<file path="config.mk">
export PLATFORM = sky130hd
export DESIGN_NAME = timebase_scheduler
export DESIGN_NICKNAME = d
export VERILOG_FILES = /design/src/rtl/timebase_pkg.sv /design/src/rtl/tick_channel.sv /design/src/rtl/timebase_scheduler.sv
export SDC_FILE = /design/constraint.sdc
export NUM_CORES = 1
export LEC_CHECK = 0
export CAP_MARGIN = 20
export CORE_MARGIN = 2
export CORE_UTILIZATION = 25
export CTS_BUF_LIST = sky130_fd_sc_hd__clkbuf_2
export CTS_CLUSTER_SIZE = 20
export DETAILED_ROUTE_END_ITERATION = 12
export PLACE_DENSITY = 0.49
export SYNTH_ARGS = -nofsm -noshare
export SYNTH_HDL_FRONTEND = slang
export SYNTH_HIERARCHICAL = 1
export SYNTH_SLANG_ARGS = --single-unit
</file>
<file path="constraint.sdc">
create_clock -name clk_50MHz -period 4.1 [get_ports clk_50MHz]
set_clock_uncertainty 0.1 [all_clocks]
set_input_delay 0.82 -clock clk_50MHz [delete_from_list [all_inputs] [get_ports clk_50MHz]]
set_output_delay 0.82 -clock clk_50MHz [all_outputs]
set_load 0.02 [all_outputs]
</file>
<file path="src/rtl/timebase_pkg.sv">
// Shared constants, channel state encoding and divisor clamp for the timebase scheduler.
package timebase_pkg;

    localparam int NUM_CH_DEF = 3;
    localparam int DIV_W_DEF  = 16;
    localparam int MIN_DIV    = 2;

    typedef enum logic [1:0] {
        IDLE     = 2'd0,
        RUN      = 2'd1,
        RUN_PEND = 2'd2
    } ch_state_t;

    // A period shorter than two cycles cannot produce a distinct strobe.
    function automatic logic [31:0] clamp_div(input logic [31:0] div);
        return (div < 32'(MIN_DIV)) ? 32'(MIN_DIV) : div;
    endfunction

endpackage

</file>
<file path="src/rtl/tick_channel.sv">
// One tick channel: free-running period counter, active divisor and IDLE/RUN/RUN_PEND control.
module tick_channel
    import timebase_pkg::*;
#(
    parameter int DIV_W   = DIV_W_DEF,
    parameter int DEF_DIV = 50
) (
    input  logic             clk_50MHz,
    input  logic             reset,
    input  logic             en,
    input  logic             sync,
    input  logic             cfg_hit,
    input  logic [DIV_W-1:0] cfg_div,
    input  logic [DIV_W-1:0] shadow_div,
    output logic             tick,
    output logic             pending
);

    ch_state_t        state;
    logic [DIV_W-1:0] cnt;
    logic [DIV_W-1:0] div_act;
    logic             terminal;

    assign terminal = (cnt == div_act - DIV_W'(1));
    assign pending  = (state == RUN_PEND);

    // NOTE: reset is sampled on the clock edge, and every register here uses <= so
    // all channels see the same pre-edge values regardless of statement order.
    always_ff @(posedge clk_50MHz) begin
        if (reset) begin
            state   <= IDLE;
            cnt     <= '0;
            div_act <= DIV_W'(DEF_DIV);
            tick    <= 1'b0;
        end else begin
            tick <= 1'b0;
            if (!en) begin
                // Dropping the enable lands any queued divisor right away.
                state <= IDLE;
                cnt   <= '0;
                if (cfg_hit) begin
                    div_act <= cfg_div;
                end else if (state == RUN_PEND) begin
                    div_act <= shadow_div;
                end
            end else begin
                case (state)
                    IDLE: begin
                        state <= RUN;
                        cnt   <= '0;
                        if (cfg_hit) begin
                            div_act <= cfg_div;
                        end
                    end
                    RUN, RUN_PEND: begin
                        if (cfg_hit) begin
                            state <= RUN_PEND;
                        end
                        if (sync) begin
                            cnt <= '0;
                        end else if (terminal) begin
                            tick <= 1'b1;
                            cnt  <= '0;
                            if (state == RUN_PEND) begin
                                div_act <= shadow_div;
                                state   <= RUN;
                            end
                        end else begin
                            cnt <= cnt + DIV_W'(1);
                        end
                    end
                    default: begin
                        state <= IDLE;
                        cnt   <= '0;
                    end
                endcase
            end
        end
    end

endmodule

</file>
<file path="src/rtl/timebase_scheduler.sv">
// Clock-enable scheduler: NUM_CH programmable tick strobes with a shared one-deep config shadow.
module timebase_scheduler
    import timebase_pkg::*;
#(
    parameter int NUM_CH  = NUM_CH_DEF,
    parameter int DIV_W   = DIV_W_DEF,
    parameter int DEF_DIV = 50
) (
    input  logic              clk_50MHz,
    input  logic              reset,
    input  logic              cfg_valid,
    output logic              cfg_ready,
    input  logic [1:0]        cfg_ch,
    input  logic [DIV_W-1:0]  cfg_div,
    input  logic [NUM_CH-1:0] ch_en,
    input  logic              sync,
    output logic [NUM_CH-1:0] tick,
    output logic              cfg_err,
    output logic [NUM_CH-1:0] pending
);

    logic [DIV_W-1:0]  shadow_div;
    logic [DIV_W-1:0]  div_clamped;
    logic [NUM_CH-1:0] hit;
    logic              accept;
    logic              ch_bad;

    // Only one shadow exists, so a queued divisor blocks every channel's config.
    assign cfg_ready   = ~|pending;
    assign accept      = cfg_valid & cfg_ready;
    assign ch_bad      = ({1'b0, cfg_ch} >= 3'(NUM_CH));
    assign div_clamped = DIV_W'(clamp_div(32'(cfg_div)));

    always_ff @(posedge clk_50MHz) begin
        if (reset) begin
            shadow_div <= DIV_W'(DEF_DIV);
            cfg_err    <= 1'b0;
        end else if (accept) begin
            if (ch_bad) begin
                cfg_err <= 1'b1;
            end else begin
                shadow_div <= div_clamped;
            end
        end
    end

    for (genvar i = 0; i < NUM_CH; i++) begin : g_ch
        assign hit[i] = accept & ~ch_bad & (cfg_ch == 2'(i));

        tick_channel #(
            .DIV_W  (DIV_W),
            .DEF_DIV(DEF_DIV)
        ) u_ch (
            .clk_50MHz (clk_50MHz),
            .reset     (reset),
            .en        (ch_en[i]),
            .sync      (sync),
            .cfg_hit   (hit[i]),
            .cfg_div   (div_clamped),
            .shadow_div(shadow_div),
            .tick      (tick[i]),
            .pending   (pending[i])
        );
    end

endmodule

</file>
### Yosys cells after proc, flatten, opt, wreduce, memory -nomap -nowiden

Cells that the tools add are included.

* output and inout port bits: 8
* word-level logic and storage cells: 120
* input bits: 25
* flip-flop bits (word level): 122

* add/sub/neg operators: 6
* muxes and demuxes: 40
* order comparisons: 2
* bitwise gates (word level): 12
* equal/unequal tests: 23
* reduce and logical (&&, ||, !) cells: 23

Operators with widths (number)
* 16-bit 2-to-1 mux: 19
* 16-bit one-hot mux with 2 select lines: 3
* 16-bit by 1-bit adder with 16-bit output (second input constant): 3
* 16-bit equality test: 3
* 16-bit by 1-bit subtractor with 16-bit output (second input constant): 3
* 2-bit 2-to-1 mux: 12
* 3-bit by 2-bit inequality test with 1-bit output (second input constant): 6
* 16-bit by 2-bit < comparator with 1-bit output (second input constant): 1
* 5-bit OR reduction: 3
* 2-bit one-hot mux with 2 select lines: 3
* 4-bit AND reduction: 3
* 2-bit OR reduction: 6
* 4-bit OR reduction: 3
* 3-bit by 1-bit inequality test with 1-bit output (second input constant): 3
* 3-bit inequality test (second input constant): 3
* 2-bit by 1-bit equality test with 1-bit output (second input constant): 4
* 2-bit equality test (second input constant): 4
* 2-bit zero test: 4
* 1-bit inverter: 7
* 1-bit AND: 5
* 2-bit AND reduction: 2
* 1-bit 2-to-1 mux: 3
* 3-bit OR reduction: 1
* 2-bit >= comparator (second input constant): 1
* 1-bit zero test: 1

### Logic depth before layout (Yosys ltp)

Gate-level depths: netlist (run 1).

* word-level depth: 11
* gate-level depth with buffers: 12
* depth with buffers taken out: 10

### Modules after synthesis

The synthesis (run 1) kept the hierarchy.

By module, submodules not included
* tick_channel: times used 3, cells an instance 295, area an instance 2522.4 sq um
* timebase_scheduler: times used 1, cells an instance 105, area an instance 827.0 sq um

### Worst setup path after synthesis (run 1)

No wires, ideal clock.

* path kind: reg2reg
* start point: register g_ch[1].u_ch.state[0]
* end point: register g_ch[0].u_ch.div_act[0]
* data required time: 3.904 ns
* setup slack: 0.858 ns
* clock period less this slack: 3.242 ns
* arrival: 3.046 ns
* cell stages (with the launch flop): 12
* path through: dfxtp_1 > inv_1 > ha_1 > or4b_1 > buf_6 > buf_8 > nor3_1 > o21ai_1 > dlygate4sd3_1 > a211oi_1 > o21ai_0 > o41ai_2

* longest elaborated chain between the ends: 8
* elaborated cells between the ends (all ways): 10
* classes of those cells: 2 x eq/ne; 2 x mux; 3 x bitwise; 3 x reduce/logical

Ends and longest elaborated chain
* start: declaration: line tick_channel.sv:19 `ch_state_t state;`
* start signal: assignment: line tick_channel.sv:31 `state <= IDLE;`
* start signal: assignment: line tick_channel.sv:39 `state <= IDLE;`
* start signal: assignment: line tick_channel.sv:49 `state <= RUN;`
* 2-bit equality test *: line tick_channel.sv:25 `assign pending = (state == RUN_PEND);`
* named net pending[1]: line timebase_scheduler.sv:19 `output logic [NUM_CH-1:0] pending`
* 3-bit OR reduction *: line timebase_scheduler.sv:29 `assign cfg_ready = ~|pending;`
* 1-bit zero test *: line timebase_scheduler.sv:29
* 1-bit AND *: line timebase_scheduler.sv:30 `assign accept = cfg_valid & cfg_ready;`
* 1-bit AND * (2 in series): line timebase_scheduler.sv:48 `assign hit[i] = accept & ~ch_bad & (cfg_ch == 2'(i));`
* named net hit[0]: line timebase_scheduler.sv:24 `logic [NUM_CH-1:0] hit;`
* 3-bit by 2-bit inequality test with 1-bit output (no line) / 16-bit 2-to-1 mux (equally long branches)
* 4-bit AND reduction (no line) / 16-bit 2-to-1 mux (equally long branches)
* end signal: assignment: line tick_channel.sv:44 `div_act <= shadow_div;`
* end signal: assignment: line tick_channel.sv:52 `div_act <= cfg_div;`
* end signal: assignment: line tick_channel.sv:65 `div_act <= shadow_div;`
* end: declaration: line tick_channel.sv:21 `logic [DIV_W-1:0] div_act;`

The timed path passes the listed nets; every way through them passes the cells marked *.
A chain may end at the register's enable or synchronous reset.

### Worst setup path after layout (run 1)

* start point: register g_ch[0].u_ch.state[0]
* end point: output cfg_ready

* longest elaborated chain between the ends: 3

Ends and longest elaborated chain
* start: declaration: line tick_channel.sv:19
* start signal: assignment: line tick_channel.sv:31
* start signal: assignment: line tick_channel.sv:39
* start signal: assignment: line tick_channel.sv:49
* 2-bit equality test: line tick_channel.sv:25
* 3-bit OR reduction: line timebase_scheduler.sv:29
* 1-bit zero test: line timebase_scheduler.sv:29
* end: declaration: line timebase_scheduler.sv:12 `output logic cfg_ready,`

Every way passes these cells.

==> impl_results.md, run 1 <==
* Syn avg cell area at 8.48 um^2
* Area post-placement at 8780 um^2
* Vias in the first global route at 6700
* Pwr/cell area at 288 nW/um^2
* Synth Register Bits at between 100 and 150
* First-pass GRT wire length at 38300 um
* DIE AREA at 35100 um^2
* NetSw at between 800 and 900 uW
* P_int at 1.72 mW
* Filler cells at ~3700
* RD Place Congestion at a little over 0.8
* Area Growth Syn to Fin at 7.17%
* Area leader, netlist: dfxtp_1
* Pleak at ~3 nW
* Combinational Power Share at 18.8%
* Final worst path period need at 3.47 ns
* Final design utilization at 27.0%
* Max Cap Viol at 0
* Core area at 33300 um^2
* Pwr Total at approximately 2.6 mW
* Sequential share of the synthesized area at about 29%
* DR WL/cell at between 15 and 20 um
* Via count at 7126
* Multi-input gate area at 5260 um^2
* Initial core utilization at 25.2%
* FP Rows at 67
* Async S/R FF share, synth at 0%
* Die W at 187 um
* Post CTS Setup Buffer Count at 0
* Post-synthesis mux area share at around 6.4%
* Status: completed
* CTS tree: done
* Crit end category: primary output
* Initial antenna violation count at 1
* Clock sinks at 122
* RSZ-0062 raised after global routing: no
* Synth Instances at 990
* Unique masters post-synth at 62
* Clock Tree Buf Depth at 2
* Placed Instances at 1410
* Drt first pass iters at 5
* Critical path peak fanout at 20
* Root Buffer Master: clkbuf_2
* Initial DRC Count at 550
* CP arrival at 2.55 ns
* Clock-pin slew on the worst setup and hold paths at 0.16 ns
* Vias per cell at 4.94
* Clock share of power at 29.1%
* Final period util at 84.7%
* Layout Cells excl Fill at 1443
* Post_cts resized at 0
* Slew HR at between 40% and 50%
* Largest family of logic cells by synthesized area: simple AND/OR/NAND/NOR gates
* Adder-Cell Fraction of Synth Area at 2.24%
* Mapped Nets at slightly above 1000
* Top post-synthesis cells by area: dfxtp_1 29%, mux2i_1 6.4%, xor2_1 5.9%
* Final instance area at between 8000 and 9000 um^2
* Clock latency on the worst-skew pair at 0.72 ns
* Mapped Area at 8390 um^2
* Largest net degree at the start of global routing at 33
* Layout cell share with drive strength beyond 1 at 11.4%
* Post-synthesis xor/xnor area fraction at 10.6%
* Final hold viol count at 0
* Compound-gate portion of the synthesized area at 19.5%
* Synth warn at 6
* Worst Hold Class: flip-flop to flip-flop
* Ys flop type: dfxtp_1
* GR Util All Layers at 13.5%
* # port buffers at 32
* Grt total ovfl at 0
* Sequential share of power at a little over half
* Crit Path Class: flip-flop to primary output
* Final ANT Viol Nets at 0
* Hold-fix buffers, CTS at 0
* H-tree depth at 4
* Nets@finish at 1022
* Final setup vio count at 0
* WP data required at 3.18 ns
* Top achievable clock speed at 288 MHz
* Register area at 2440 um^2
* Simple-gate portion of the synthesized area at 23.8%
* EDFF count, synth at 0
* Die Y at 187 um
* DRC at 0
* Area share of the largest cell type after synthesis at 29.1%
* Worst-Margin Slew at 0.856 ns
* Fin. max-slew vios at 0
* Post-DP HPWL at 16800 um
* Max VDD drop at 101 uV
* Number of I/O pins at 33
* TritonCTS Buffers at 17
* Worst Setup Start Kind: flip-flop
* Switching share of power at 33.8%
* Final WL at ~24000 um
* Setup_tns at 0 ns
path summary, 6_finish.rpt:
kind | slack (ns) | to | from | depth (start not counted)
max reg2reg | 0.70 | g_ch[0].u_ch/div_act[15] | g_ch[0].u_ch/div_act[0] | 9
min reg2reg | 0.42 | g_ch[2].u_ch/div_act[15] | g_ch[2].u_ch/div_act[15] | 2
min | 0.42 | g_ch[2].u_ch/div_act[15] | g_ch[2].u_ch/div_act[15] | 2
max | 0.63 | cfg_ready | g_ch[0].u_ch/state[0] | 5
registers in the layout (all words and copies together), names as in the netlist:
name and flops:
g_ch.u_ch/cnt 48, g_ch.u_ch/div_act 48, shadow_div 16, g_ch.u_ch/state 6, g_ch.u_ch/tick 3, cfg_err 1
layout make-up:
cell class                 instances  share of cell area [%]
multi-input combinational        771                    58.5
sequential                       122                    27.1
tap                              448                    6.23
timing repair buffer              48                    4.92
clock inverter                    12                    1.20
clock buffer                      19                    1.06
inverter                          22                   0.918
antenna                            1                  0.0278
layer usage:
| metal | track usage [%] | share of wire, % | vias up |
|---|---|---|---|
| met2 | 21.1 | 45 | 108 |
| li1 | - | - | 3564 |
| met3 | 2.20 | 3.0 | 18 |
| met1 | 19.3 | 51 | 3436 |
| met5 | 0 | 0 | - |
| met4 | 3.51 | 1.0 | 0 |
kinds of logic (layout without fill, tap and decap cells):
| group | Yosys count | after routing |
|---|---|---|
| fa+ha+maj | 15 | 15 |
| flops | 122 | 122 |
| compound gates | 242 | 242 |
| xor+xnor | 99 | 99 |
| mux | 54 | 54 |
| simple gates | 361 | 361 |
| other cells | 0 | 1 |
| buf+inv | 97 | 101 |
synth_stat cells, drive strengths merged (4+ instances only):
master	count
xor2	57
nor2	117
and3	18
buf	24
o41ai	6
o2111a	6
a31oi	4
and4	7
or4	12
ha	15
mux2i	54
nor3b	7
o21ai	77
o31a	6
nand3b	12
a211oi	15
clkbuf	45
nor3	21
dfxtp	122
a21oi	102
nand3	79
nand2	24
xnor2	42
and2	8
inv	22
nand4	16
nor2b	6
dlygate4sd3	6
nand2b	4
nor4	16
a211o	6
power by group through the flow:
| stage | sequential [mW] | clock (mW) | combinational [mW] |
|---|---|---|---|
| 3_3_place_gp | 1.37 | 0 | 0.476 |
| 4_1_cts | 1.35 | 0.787 | 0.482 |
| 2_1_floorplan | 1.31 | 0 | 0.426 |
| 5_1_grt | 1.36 | 0.830 | 0.539 |
| 3_5_place_dp | 1.37 | 0 | 0.480 |
| 6_report | 1.35 | 0.752 | 0.486 |
stage by stage:
step           worst slack (ns)  hold WS (ns)
2_1_floorplan             0.858         0.364
3_3_place_gp              0.545         0.401
3_5_place_dp              0.521         0.406
4_1_cts                   0.549         0.430
5_1_grt                   0.451         0.459
6_report                  0.627         0.423
worst max-delay path: stages (launching register included):
cell,delay [ns]
dfxtp_1,0.39
inv_1,0.07
ha_1,0.27
buf_4,0.28
nor3_1,0.21
clkdlybuf4s50_1,0.63
placed cells by master, fill, tap and decap left out, types with 4 or more instances in the layout:
master	n
or4_4	6
clkbuf_2	19
and4_1	7
xnor2_1	39
clkdlybuf4s50_1	31
and3_1	15
a211oi_1	12
nor2_1	117
nand3b_1	12
ha_1	15
nor3b_1	6
o21ai_1	11
dfxtp_1	122
o21ai_2	12
o21ai_0	54
a21oi_1	93
nor3_1	18
clkinv_1	4
nand2_1	21
mux2i_1	54
buf_4	15
o31a_1	6
nand4_1	16
a31oi_1	4
nor2b_1	6
inv_1	22
a211o_1	6
nand3_1	79
nor4_1	9
nor4_2	7
a21oi_2	9
or4_1	6
nand2b_1	4
o41ai_2	6
clkinv_2	5
xor2_1	57
and2_1	8
No activity file was read; power rests on OpenSTA's default activity.
==> run 2: changes to the inputs <==
==> constraint.sdc (replaced) <==
create_clock -name clk_50MHz -period 3.4 [get_ports clk_50MHz]
set_clock_uncertainty 0.1 [all_clocks]
set_input_delay 0.68 -clock clk_50MHz [delete_from_list [all_inputs] [get_ports clk_50MHz]]
set_output_delay 0.68 -clock clk_50MHz [all_outputs]
set_load 0.02 [all_outputs]
==> run 2 against run 1 <==
Effect of this change: non-clock buffer count grew 23; sequential share of layout area shrank 0.55 points; flip-flop and latch count is the same; final cell count increased by 1.6%; count of clock-buffer cells in the layout stayed put; utilization grew 0.56 points; largest power group unchanged; first-iteration DRC count down 12%; design area rose by 2.1%; clock power up 20%; sequential power grew 19%; largest cell class unchanged; wire length grew 1.1%; critical path depth decreased by 1.
==> impl_results.md, run 2 (synthesis results as in run 1) <==
* Status: completed
* # port buffers at 32 (unchanged)
* Final hold viol count at 0 (unchanged)
* Setup_tns at 0 ns (unchanged)
* Layout Cells excl Fill at 1466 (+1.6%)
* Final worst path period need at 3.21 ns
* Largest stage delay, worst path at 0.66 ns (+0.03 ns)
* Root Buffer Master: clkbuf_2
* Die W at 187 um (unchanged)
* CTS tree: done
* Worst Hold Class: input port to flip-flop
* Number of I/O pins at 33 (unchanged)
* Nets@finish at 1045 (+2.3%)
* Clock latency on the worst-skew pair at 0.73 ns (about the same)
* Placed Instances at 1433 (+1.6%)
* Layout cell share with drive strength beyond 1 at 13.4% (+2.0 points)
* Final setup vio count at 0 (unchanged)
* CP arrival at 2.43 ns (-0.12 ns)
* GR Util All Layers at 13.7% (+0.18 points)
* TritonCTS Buffers at 17 (unchanged)
* Die Y at 187 um (unchanged)
* Worst-path cell chain: inv_1 > ha_1 > buf_6 > clkdlybuf4s50_1
* Final worst-path setup slack at 0.186 ns (-0.440 ns)
* Post CTS Setup Buffer Count at 0 (unchanged)
* Largest regs: g_ch.u_ch/cnt: 48 flops, g_ch.u_ch/div_act: 48 flops, shadow_div: 16 flops
* DR WL/cell at 16.3 um (-0.48%)
* Clock sinks at 122 (unchanged)
* Pleak at 3.11 nW (+3.8%)
* Via count at 7217 (+1.3%)
* Most frequent cells in the layout: 122 x dfxtp_1, 117 x nor2_1, 93 x a21oi_1
* Slowest stage cell, crit path: clkdlybuf4s50_1
* H-tree depth at 4 (unchanged)
* Max VDD drop at 162 uV (+60%)
* Final ANT Viol Nets at 0 (unchanged)
* Grt total ovfl at 0 (unchanged)
* Pwr/cell area at 343 nW/um^2 (+19%)
* RSZ-0062 raised after global routing: no
* First-pass GRT wire length at 38600 um (+0.76%)
* Area Growth Syn to Fin at 9.41%
* Initial core utilization at 25.2% (unchanged)
* Clock-pin slew on the worst setup and hold paths at 0.21 ns (+0.05 ns)
* Top achievable clock speed at 311 MHz
* Final WL at 23900 um (+1.1%)
* Drt first pass iters at 5 (unchanged)
* Crit end category: primary output
* Largest net degree at the start of global routing at 33 (unchanged)
* Crit Path Class: flip-flop to primary output
* Vias per cell at 4.92 (-0.31%)
* Final period util at 94.5%
* Critical path peak fanout at 20 (unchanged)
* RD Place Congestion at 0.811 (-0.93%)
* Worst-Margin Slew at 0.693 ns (-0.164 ns)
* Initial DRC Count at 482 (-12%)
* Filler cells at 3632 (-1.1%)
* Post-DP HPWL at 17300 um (+2.8%)
* Worst Setup Start Kind: flip-flop
* Slew HR at 53.2% (+11 points)
* DIE AREA at 35100 um^2 (unchanged)
* Fin. max-slew vios at 0 (unchanged)
* FP Rows at 67 (unchanged)
* Clock Tree Buf Depth at 2 (unchanged)
* WP data required at 2.62 ns (-0.56 ns)
* Vias in the first global route at 6861 (+2.4%)
* Core area at 33300 um^2 (unchanged)
* Initial antenna violation count at 1 (unchanged)
* Pwr Total at 3.15 mW (+22%)
* Setup slack after placement at -0.0803 ns (-0.601 ns)
* Max Cap Viol at 0 (unchanged)
* DRC at 0 (unchanged)
* Commonest non-fill, non-tap cell in the layout: dfxtp_1
## run 2: changes by cell type in the layout (fill, tap and decap cells not counted)
cell / delta
clkdlybuf4s50_1: -1
buf_12: +1
buf_6: +1
dlygate4sd2_1: +1
buf_4: +21
## run 2: metal layers
metal	GRT usage [%]	vias to the layer above	wire length (um)
met5	0	-	0
met4	4.24	0	396
met3	2.42	23	980
met2	21.3	161	10500
met1	19.3	3432	12100
li1	-	3601	-
## run 2: timing repair
item | in CTS | in global routing
resized for setup | 1 | 1
hold endpoints to repair | 0 | 0
hold buffers | 0 | 0
endpoints found under the setup margin | 1 | 1
## run 2: where the power goes
part / switching, mW / total (mW) / internal, mW
logic: 0.359 / 0.633 / 0.274
registers: 0.114 / 1.61 / 1.50
clock network: 0.584 / 0.906 / 0.322
## run 2: metrics by stage
step / hold slack, ns / utilization (%) / cell area, um^2
floorplan: 0.364 / - / 8390
global placement: 0.396 / 26.9 / 8960
detailed placement: 0.402 / 26.9 / 8960
CTS: 0.204 / 27.5 / 9160
global route: 0.212 / 27.6 / 9180
finish: 0.295 / 27.6 / 9180
## run 2: path summary, 6_finish.rpt
check,startpoint,endpoint,slack [ns],cells past startpoint
worst max-delay path,g_ch[2].u_ch/state[0],pending[2],0.19,4
worst min-delay path,reset,cfg_err,0.30,2
worst max register to register,g_ch[2].u_ch/state[0],g_ch[1].u_ch/div_act[2],0.24,9
worst min register to register,g_ch[2].u_ch/div_act[15],g_ch[2].u_ch/div_act[15],0.43,2
## run 2: layout make-up
cell class	count	area (um^2)	share of cell area [%]
clock buffers	19	95.1	1.04
diodes	1	2.50	0.0272
well taps	448	561	6.10
flip-flops and latches	122	2440	26.6
clock inverters	12	108	1.17
multi-input cells	771	5260	57.3
repair buffers	71	631	6.87
inverters	22	82.6	0.899
## run 2: worst max-delay path: cells and delay by family, from the launching register on
family,cells,cell delay (ns)
buf+inv,3,1.05
flops,1,0.38
fa+ha+maj,1,0.29
==> run 3: changes to the inputs <==
--- a/config.mk
+++ b/config.mk
@@ -5,13 +5,16 @@
 export SDC_FILE = /design/constraint.sdc
 export NUM_CORES = 1
 export LEC_CHECK = 0
+export ABC_CLOCK_PERIOD_IN_PS = 3400
 export CAP_MARGIN = 20
 export CORE_MARGIN = 2
 export CORE_UTILIZATION = 25
 export CTS_BUF_LIST = sky130_fd_sc_hd__clkbuf_2
+export CTS_CLUSTER_DIAMETER = 200
 export CTS_CLUSTER_SIZE = 20
 export DETAILED_ROUTE_END_ITERATION = 12
 export PLACE_DENSITY = 0.49
+export SKIP_LAST_GASP = 1
 export SYNTH_ARGS = -nofsm -noshare
 export SYNTH_HDL_FRONTEND = slang
 export SYNTH_HIERARCHICAL = 1
==> results of run 3 <==
The final DEF is identical to that of run 2; final timing and power are the same.
